--- config.mk ---
export PLATFORM = sky130hd
export DESIGN_NAME = gcd_controller
export DESIGN_NICKNAME = d
export VERILOG_FILES = /design/src/rtl/gcd_ctrl_pkg.sv /design/src/rtl/gcd_iter_counter.sv /design/src/rtl/gcd_controller.sv
export SDC_FILE = /design/constraint.sdc
export NUM_CORES = 1
export LEC_CHECK = 0
export CORE_MARGIN = 3
export CORE_UTILIZATION = 36
export CTS_BUF_LIST = sky130_fd_sc_hd__clkbuf_4 sky130_fd_sc_hd__clkbuf_8
export CTS_CLUSTER_DIAMETER = 80
export CTS_CLUSTER_SIZE = 16
export DETAILED_ROUTE_END_ITERATION = 12
export PLACE_DENSITY = 0.7
export REMOVE_ABC_BUFFERS = 1
export SLEW_MARGIN = 5
export SYNTH_ARGS = -nofsm -noshare
export SYNTH_HDL_FRONTEND = slang
export SYNTH_HIERARCHICAL = 1
export SYNTH_SLANG_ARGS = --single-unit
--- constraint.sdc ---
create_clock -name clk -period 2.5 [get_ports clk]
set_input_delay 0.625 -clock clk [delete_from_list [all_inputs] [get_ports clk]]
set_output_delay 0.625 -clock clk [all_outputs]
set_load 0.05 [all_outputs]
--- src/rtl/gcd_ctrl_pkg.sv ---
// Shared state encoding, operand-mux select codes and iteration-limit defaults for the GCD controller.
package gcd_ctrl_pkg;

    typedef enum logic [2:0] {
        IDLE,
        WAIT_B,
        CALC,
        DONE,
        ERROR
    } state_t;

    localparam logic SEL_A   = 1'b1;
    localparam logic SEL_B   = 1'b0;
    localparam logic SEL_SUB = 1'b1;
    localparam logic SEL_EXT = 1'b0;

    localparam int DEFAULT_MAX_ITER = 65536;
    localparam int DEFAULT_CNT_W    = 17;

endpackage

--- src/rtl/gcd_iter_counter.sv ---
// Subtract-iteration counter: clears on entry to CALC and counts each subtract; at_max flags the abort point.
// Optional count output appears only when GCD_ITER_CNT_EN is defined.
module gcd_iter_counter #(
    parameter int MAX_ITER = 65536,
    parameter int CNT_W    = 17
) (
    input  logic             clk,
    input  logic             rst_n,
    input  logic             clr,
    input  logic             inc,
`ifdef GCD_ITER_CNT_EN
    output logic [CNT_W-1:0] count,
`endif
    output logic             at_max
);

    localparam logic [CNT_W-1:0] ONE      = CNT_W'(1);
    localparam logic [CNT_W-1:0] TERMINAL = CNT_W'(MAX_ITER);

    logic [CNT_W-1:0] cnt_q;

    always_ff @(posedge clk) begin
        if (!rst_n) begin
            cnt_q <= '0;
        end else if (clr) begin
            cnt_q <= '0;
        end else if (inc) begin
            cnt_q <= cnt_q + ONE;
        end
    end

    assign at_max = (cnt_q == TERMINAL);

`ifdef GCD_ITER_CNT_EN
    assign count = cnt_q;
`endif

endmodule

--- src/rtl/gcd_controller.sv ---
// Subtract-and-compare GCD sequencer: accepts A then B (valid/ready), N+1 cycles from B to done, done held until ack.
// Stalls input while busy; aborts with err on non-one-hot flags or MAX_ITER subtracts. GCD_ITER_CNT_EN adds iter_cnt.
module gcd_controller
    import gcd_ctrl_pkg::*;
#(
    parameter int MAX_ITER = DEFAULT_MAX_ITER,
    parameter int CNT_W    = DEFAULT_CNT_W
) (
    input  logic             clk,
    input  logic             rst_n,
    input  logic             in_valid,
    output logic             in_ready,
    input  logic             gt,
    input  logic             lt,
    input  logic             eq,
    output logic             ldA,
    output logic             ldB,
    output logic             sel1,
    output logic             sel2,
    output logic             sel_in,
    output logic             done,
    input  logic             done_ack,
    output logic             err,
    output logic             busy
`ifdef GCD_ITER_CNT_EN
    ,
    output logic [CNT_W-1:0] iter_cnt
`endif
);

    state_t state, state_nxt;
    logic   cnt_clr, cnt_inc, at_max, one_hot;

    gcd_iter_counter #(
        .MAX_ITER (MAX_ITER),
        .CNT_W    (CNT_W)
    ) u_iter_counter (
        .clk    (clk),
        .rst_n  (rst_n),
        .clr    (cnt_clr),
        .inc    (cnt_inc),
`ifdef GCD_ITER_CNT_EN
        .count  (iter_cnt),
`endif
        .at_max (at_max)
    );

    assign one_hot = ({gt, lt, eq} == 3'b100) ||
                     ({gt, lt, eq} == 3'b010) ||
                     ({gt, lt, eq} == 3'b001);

    always_ff @(posedge clk) begin
        if (!rst_n) begin
            state <= IDLE;
        end else begin
            state <= state_nxt;
        end
    end

    always_comb begin
        state_nxt = state;
        in_ready  = 1'b0;
        ldA       = 1'b0;
        ldB       = 1'b0;
        sel1      = SEL_B;
        sel2      = SEL_B;
        sel_in    = SEL_EXT;
        done      = 1'b0;
        err       = 1'b0;
        busy      = 1'b0;
        cnt_clr   = 1'b0;
        cnt_inc   = 1'b0;

        case (state)
            IDLE: begin
                in_ready = 1'b1;
                ldA      = in_valid;
                if (in_valid) begin
                    state_nxt = WAIT_B;
                end
            end
            WAIT_B: begin
                in_ready = 1'b1;
                busy     = 1'b1;
                ldB      = in_valid;
                if (in_valid) begin
                    state_nxt = CALC;
                    cnt_clr   = 1'b1;
                end
            end
            CALC: begin
                busy = 1'b1;
                // Corrupt flags abort first; a finished result beats the timeout.
                if (!one_hot) begin
                    state_nxt = ERROR;
                end else if (eq) begin
                    state_nxt = DONE;
                end else if (at_max) begin
                    state_nxt = ERROR;
                end else if (gt) begin
                    sel1    = SEL_A;
                    sel2    = SEL_B;
                    sel_in  = SEL_SUB;
                    ldA     = 1'b1;
                    cnt_inc = 1'b1;
                end else begin
                    sel1    = SEL_B;
                    sel2    = SEL_A;
                    sel_in  = SEL_SUB;
                    ldB     = 1'b1;
                    cnt_inc = 1'b1;
                end
            end
            DONE: begin
                done = 1'b1;
                busy = 1'b1;
                if (done_ack) begin
                    state_nxt = IDLE;
                end
            end
            ERROR: begin
                done = 1'b1;
                err  = 1'b1;
                busy = 1'b1;
                if (done_ack) begin
                    state_nxt = IDLE;
                end
            end
            default: begin
                state_nxt = IDLE;
            end
        endcase
    end

endmodule

== Yosys cells after proc, flatten, opt, wreduce, memory -nomap -nowiden ==
Index checks and enable logic that the tools add are counted.
W data, S select, Z words.
Word-level totals
  bits in latches: 0
  word-level logic and storage cells: 53
  flip-flop bits (word level): 20
  memories: 0
  RAM bits: 0
  ROM bits: 0
Operators by class
  order comparisons: 0
  mux-type cells: 29
  multiply operators: 0
  reductions and logical operators: 8
  $add $sub $neg: 1
  divide/modulo/power cells: 0
  bitwise gates (word level): 1
  shift operators: 0
  equality and inequality tests: 12
Operator list (number)
  $mux W1: 20
  $mux W3: 6
  $add A17 B1 Y17 const B: 1
  $eq A17 B17 Y1 const B: 1
  $pmux W3 S4: 1
  $eq A3 B2 Y1 const B: 3
  $eq A3 B1 Y1 const B: 2
  $eq A3 B3 Y1 const B: 2
  $reduce_or A2 Y1: 3
  $ne A2 B2 Y1 const B: 2
  $ne A4 B4 Y1 const B: 1
  $pmux W1 S2: 2
  $reduce_and A4 Y1: 1
  $reduce_or A4 Y1: 1
  $logic_not A3 Y1: 1
  $logic_or A1 B1 Y1: 2
  $ne A2 B1 Y1 const B: 1
  $not A1 Y1: 1

== Depth between registers and ports, before layout ==
  depth in word-level cells: 5
  depth in mapped cells: 12

== Cells and area by module ==
The synthesis kept the hierarchy.
Modules (own cells, without submodules)
  gcd_iter_counter: area an instance 893.4 um^2, times used 1, cells an instance 101
  gcd_controller: area an instance 307.8 um^2, times used 1, cells an instance 41

== Worst setup path after synthesis ==
OpenSTA, ideal clock, no wires.
  path kind: flip-flop to output port
  from: register u_iter_counter.cnt_q[0]
  to: output port ldA
  data required time: 1.875 ns
  path slack: -0.457 ns
  cell stages (with the launch flop): 8
  arrival: 2.332 ns
  path through: dfxtp_1 inv_1 ha_1 nor4b_1 and4_1 nor2_1 nand4_1 a21boi_0
Between the ends
  longest elaborated chain between the ends: 5
RTL lines
  from (decl): line gcd_iter_counter.sv:20  | logic [CNT_W-1:0] cnt_q;
  from (signal assigned): line gcd_iter_counter.sv:28  | cnt_q <= cnt_q + ONE;
  $eq A17 B17 Y1: line gcd_iter_counter.sv:32  | assign at_max = (cnt_q == TERMINAL);
  net at_max: line gcd_controller.sv:32  | logic cnt_clr, cnt_inc, at_max, one_hot;
  $mux W1: line gcd_controller.sv:98  | end else if (at_max) begin
  $mux W1: line gcd_controller.sv:96  | end else if (eq) begin
  $mux W1: line gcd_controller.sv:94  | if (!one_hot) begin
  $pmux W1 S2: line gcd_controller.sv:74  | case (state)
  to (decl): line gcd_controller.sv:16  | output logic ldA,
The timed path passes the listed nets, and every way through them passes these cells.

== Final worst setup path ==
  from: register u_iter_counter.cnt_q[1]
  to: output port sel1
Between the ends
  longest elaborated chain between the ends: 5
RTL lines
  $eq A17 B17 Y1: line gcd_iter_counter.sv:32
  net at_max: line gcd_controller.sv:32
  $mux W1: line gcd_controller.sv:98
  $mux W1: line gcd_controller.sv:96
  $mux W1: line gcd_controller.sv:94
  $mux W1: line gcd_controller.sv:74
  to (decl): line gcd_controller.sv:18  | output logic sel1,
The timed path passes the listed nets, and every way through them passes these cells.

==> impl_metrics.tcl <==
set metrics [dict create \
    fin_setup_tns_ps -15.19 \
    clkTransAtPathRegs_ps 120 \
    numCtsBuffers 3 \
    synthMuxAreaShare_pct 5.833 \
    design_area_sq_um 1584 \
    tightestPinTransition_ps 506.3 \
    die_area_sq_um 4065 \
    yosys.area_share.xor_xnor_pct 5.000 \
    cts_tree "yes" \
    yosysSeqAreaShare_pct 33.33 \
    failed_checks "negative setup slack" \
    gp_congestion 0.7331 \
    drv_cap 0 \
    fin_crit_ps 2510 \
    yosysWarnings 6 \
    worst_slack_ps -9.740 \
    antenna_found_initial 0 \
    synth_ff_type "dfxtp_1" \
    drive_above_1_share_pct 24.24 \
    hold_path.class "flip-flop to flip-flop" \
    switching_share_pct 27.27 \
    fill_cells 289 \
    end_kind "primary output" \
    syn_to_final_growth_pct 31.88 \
    synthDistinctLibCells 38 \
    place_hpwl_mm 1.999 \
    synth_edf_count 0 \
    num_rows 20 \
    grt_pass1_wl_mm 4.609 \
    fin_worst_skew_ps 10.61 \
    die_x_microns 63.76 \
    num_vias 1120 \
    outcome "finished with violations" \
    power_frac_clock_pct 29.4 \
    root_buffer "clkbuf_4" \
    routed_wl_mm 2.669 \
    cellPowerDensity_nw_per_um2 403.4 \
    synth_top_family_by_area "simple AND/OR/NAND/NOR gates" \
    final_core_util_pct 50.64 \
    avgRoutedWirePerCell_microns 12.77 \
    drcViolationCount 0 \
    crit_fanout 3 \
    cts.htree.levels 1 \
    clock.fmax_ghz 0.3984 \
    clock_latency_ps 310 \
    rsz0062_at_grt "true" \
    cp_data_arrival_time_ps 1880 \
    start_util_pct 38.40 \
    grt_use_total_pct 13.90 \
    io_pins 16 \
    final_cell_mix "dfxtp_1, nand2_1, buf_4, nand2b_1, nor2_1" \
    final_hold_viol_count 0 \
    avgSynthCellArea_sq_um 8.459 \
    start_kind "flip-flop" \
    diodes 0 \
    fin_crit_sh_pct 100.4 \
    synth_area_sq_um 1201 \
    p_int_uw 464.7 \
    layout.nets 175 \
    cellLeakagePower_nw 0.5831 \
    dr.pass1.iters 5 \
    required_ps 1880 \
    dpl_worst_slack_ps -184.8 \
    slew_headroom_pct 66.19 \
    ir_drop_mv 0.2438 \
    placed_area_sq_um 1496 \
    final_max_slew_viol_count 0 \
    ant_nets 0 \
    dr.first_iter.drc_count 57 \
    power_frac_comb_pct 19.3 \
    syn_inst 142 \
    cts_sinks 20 \
    ys_ff_latch 20 \
    grt_pass1_vias 1088 \
    clockBufferDepth 2 \
    hold_slack_ps 510.2 \
    grt-ovfl-total 0 \
    critPathKind "flip-flop to primary output" \
    async_flop_share_pct 0 \
    numPortBuffers 15 \
    synth-compound-area-share_pct 12.81 \
    synthAdderAreaFrac_pct 2.083 \
    switchingPower_uw 174.2 \
    final_common_cell "dfxtp_1" \
    grt_max_degree 17 \
    die_y_microns 63.76 \
    synth-simple-area-share_pct 35.31 \
    finalSetupViolations 2 \
    pwr-share-seq_pct 51.3 \
    design.core.area_sq_um 3128 \
    cts_hold_buf 0 \
    via_per_inst 5.359 \
]
-- worst paths after layout --
| path | startpoint | depth (start not counted) | endpoint | slack [ps] |
|---|---|---|---|---|
| hold / removal | u_iter_counter/cnt_q[16] | 2 | u_iter_counter/cnt_q[16] | 510 |
| setup reg to reg | u_iter_counter/cnt_q[1] | 10 | u_iter_counter/cnt_q[9] | 120 |
| setup / recovery | u_iter_counter/cnt_q[1] | 9 | sel1 | -10 |
| hold reg to reg | u_iter_counter/cnt_q[16] | 2 | u_iter_counter/cnt_q[16] | 510 |
-- metal layers --
layer | up-vias | global-route usage, % | wire length, microns
met4 | 0 | 3.504 | 21
met1 | 529 | 15.89 | 1227
met3 | 4 | 3.515 | 86
met5 | - | 0 | 0
li1 | 565 | - | -
met2 | 22 | 25.55 | 1333
-- final cells by class --
class	instances	area, sq um	area share, %
inverters	8	30.03	1.896
multi-input cells	107	782.0	49.37
flip-flops and latches	20	402.9	25.43
clock buffers	4	36.28	2.291
repair buffers	26	277.8	17.54
well taps	44	55.05	3.476
-- sequential cells by signal, summed over array words and instances (netlist names) --
name / flops
state: 3
u_iter_counter/cnt_q: 17
-- Yosys cell counts (all sizes together) (2+ instances only) --
cell	count	area, sq um
dfxtp	20	400.4
nand2	14	52.55
nor2	11	41.29
nand2b	9	56.30
nand4	9	77.57
inv	8	30.03
nor4	8	50.05
mux2i	7	70.07
a21oi	5	25.02
buf	4	26.27
nand3	4	20.02
o31ai	4	30.03
or4	4	30.03
xor2	4	42.55
a211oi	3	22.52
clkbuf	3	11.26
and2	2	12.51
ha	2	25.02
nor3b	2	15.01
nor4b	2	17.52
o21a	2	15.01
o21bai	2	15.01
xnor2	2	17.52
-- critical path, cell delays in order (launching register included) --
cell and delay [ps]:
dfxtp_2 360, inv_2 40, ha_4 140, nor4b_2 140, and4_1 170, nor2_2 100, nand4_1 160, buf_4 210
nor2_4 100, buf_12 140
-- cells by family (layout without fill, tap and decap cells) --
group | count (synthesis) | after routing
AOI/OAI and AO/OA | 21 | 21
xor gates and xnor gates | 6 | 6
adders and majority gates | 2 | 2
buffers and inverters | 15 | 38
DFF | 20 | 20
muxes | 7 | 7
and+or+nand+nor | 71 | 71
-- timing repair --
action,in CTS,in global routing
setup endpoints to repair,5,12
resized for setup,14,5
buffers inserted,1,0
gates cloned,0,0
pin swaps,2,1
-- power groups by stage --
stage          clock [mW]  combinational (mW)  sequential [mW]
6_report            0.188               0.123            0.328
5_1_grt             0.213               0.131            0.329
4_1_cts             0.194               0.124            0.328
3_5_place_dp            0               0.123            0.335
3_3_place_gp            0               0.121            0.335
2_1_floorplan           0              0.0659            0.334
-- stage by stage --
step	cells	total power [mW]
detailed placement	205	0.4579
global placement	205	0.4554
floorplan	135	0.3998
finish	209	0.6389
global route	209	0.6732
CTS	209	0.6460
No activity file was read; power rests on OpenSTA's default activity.
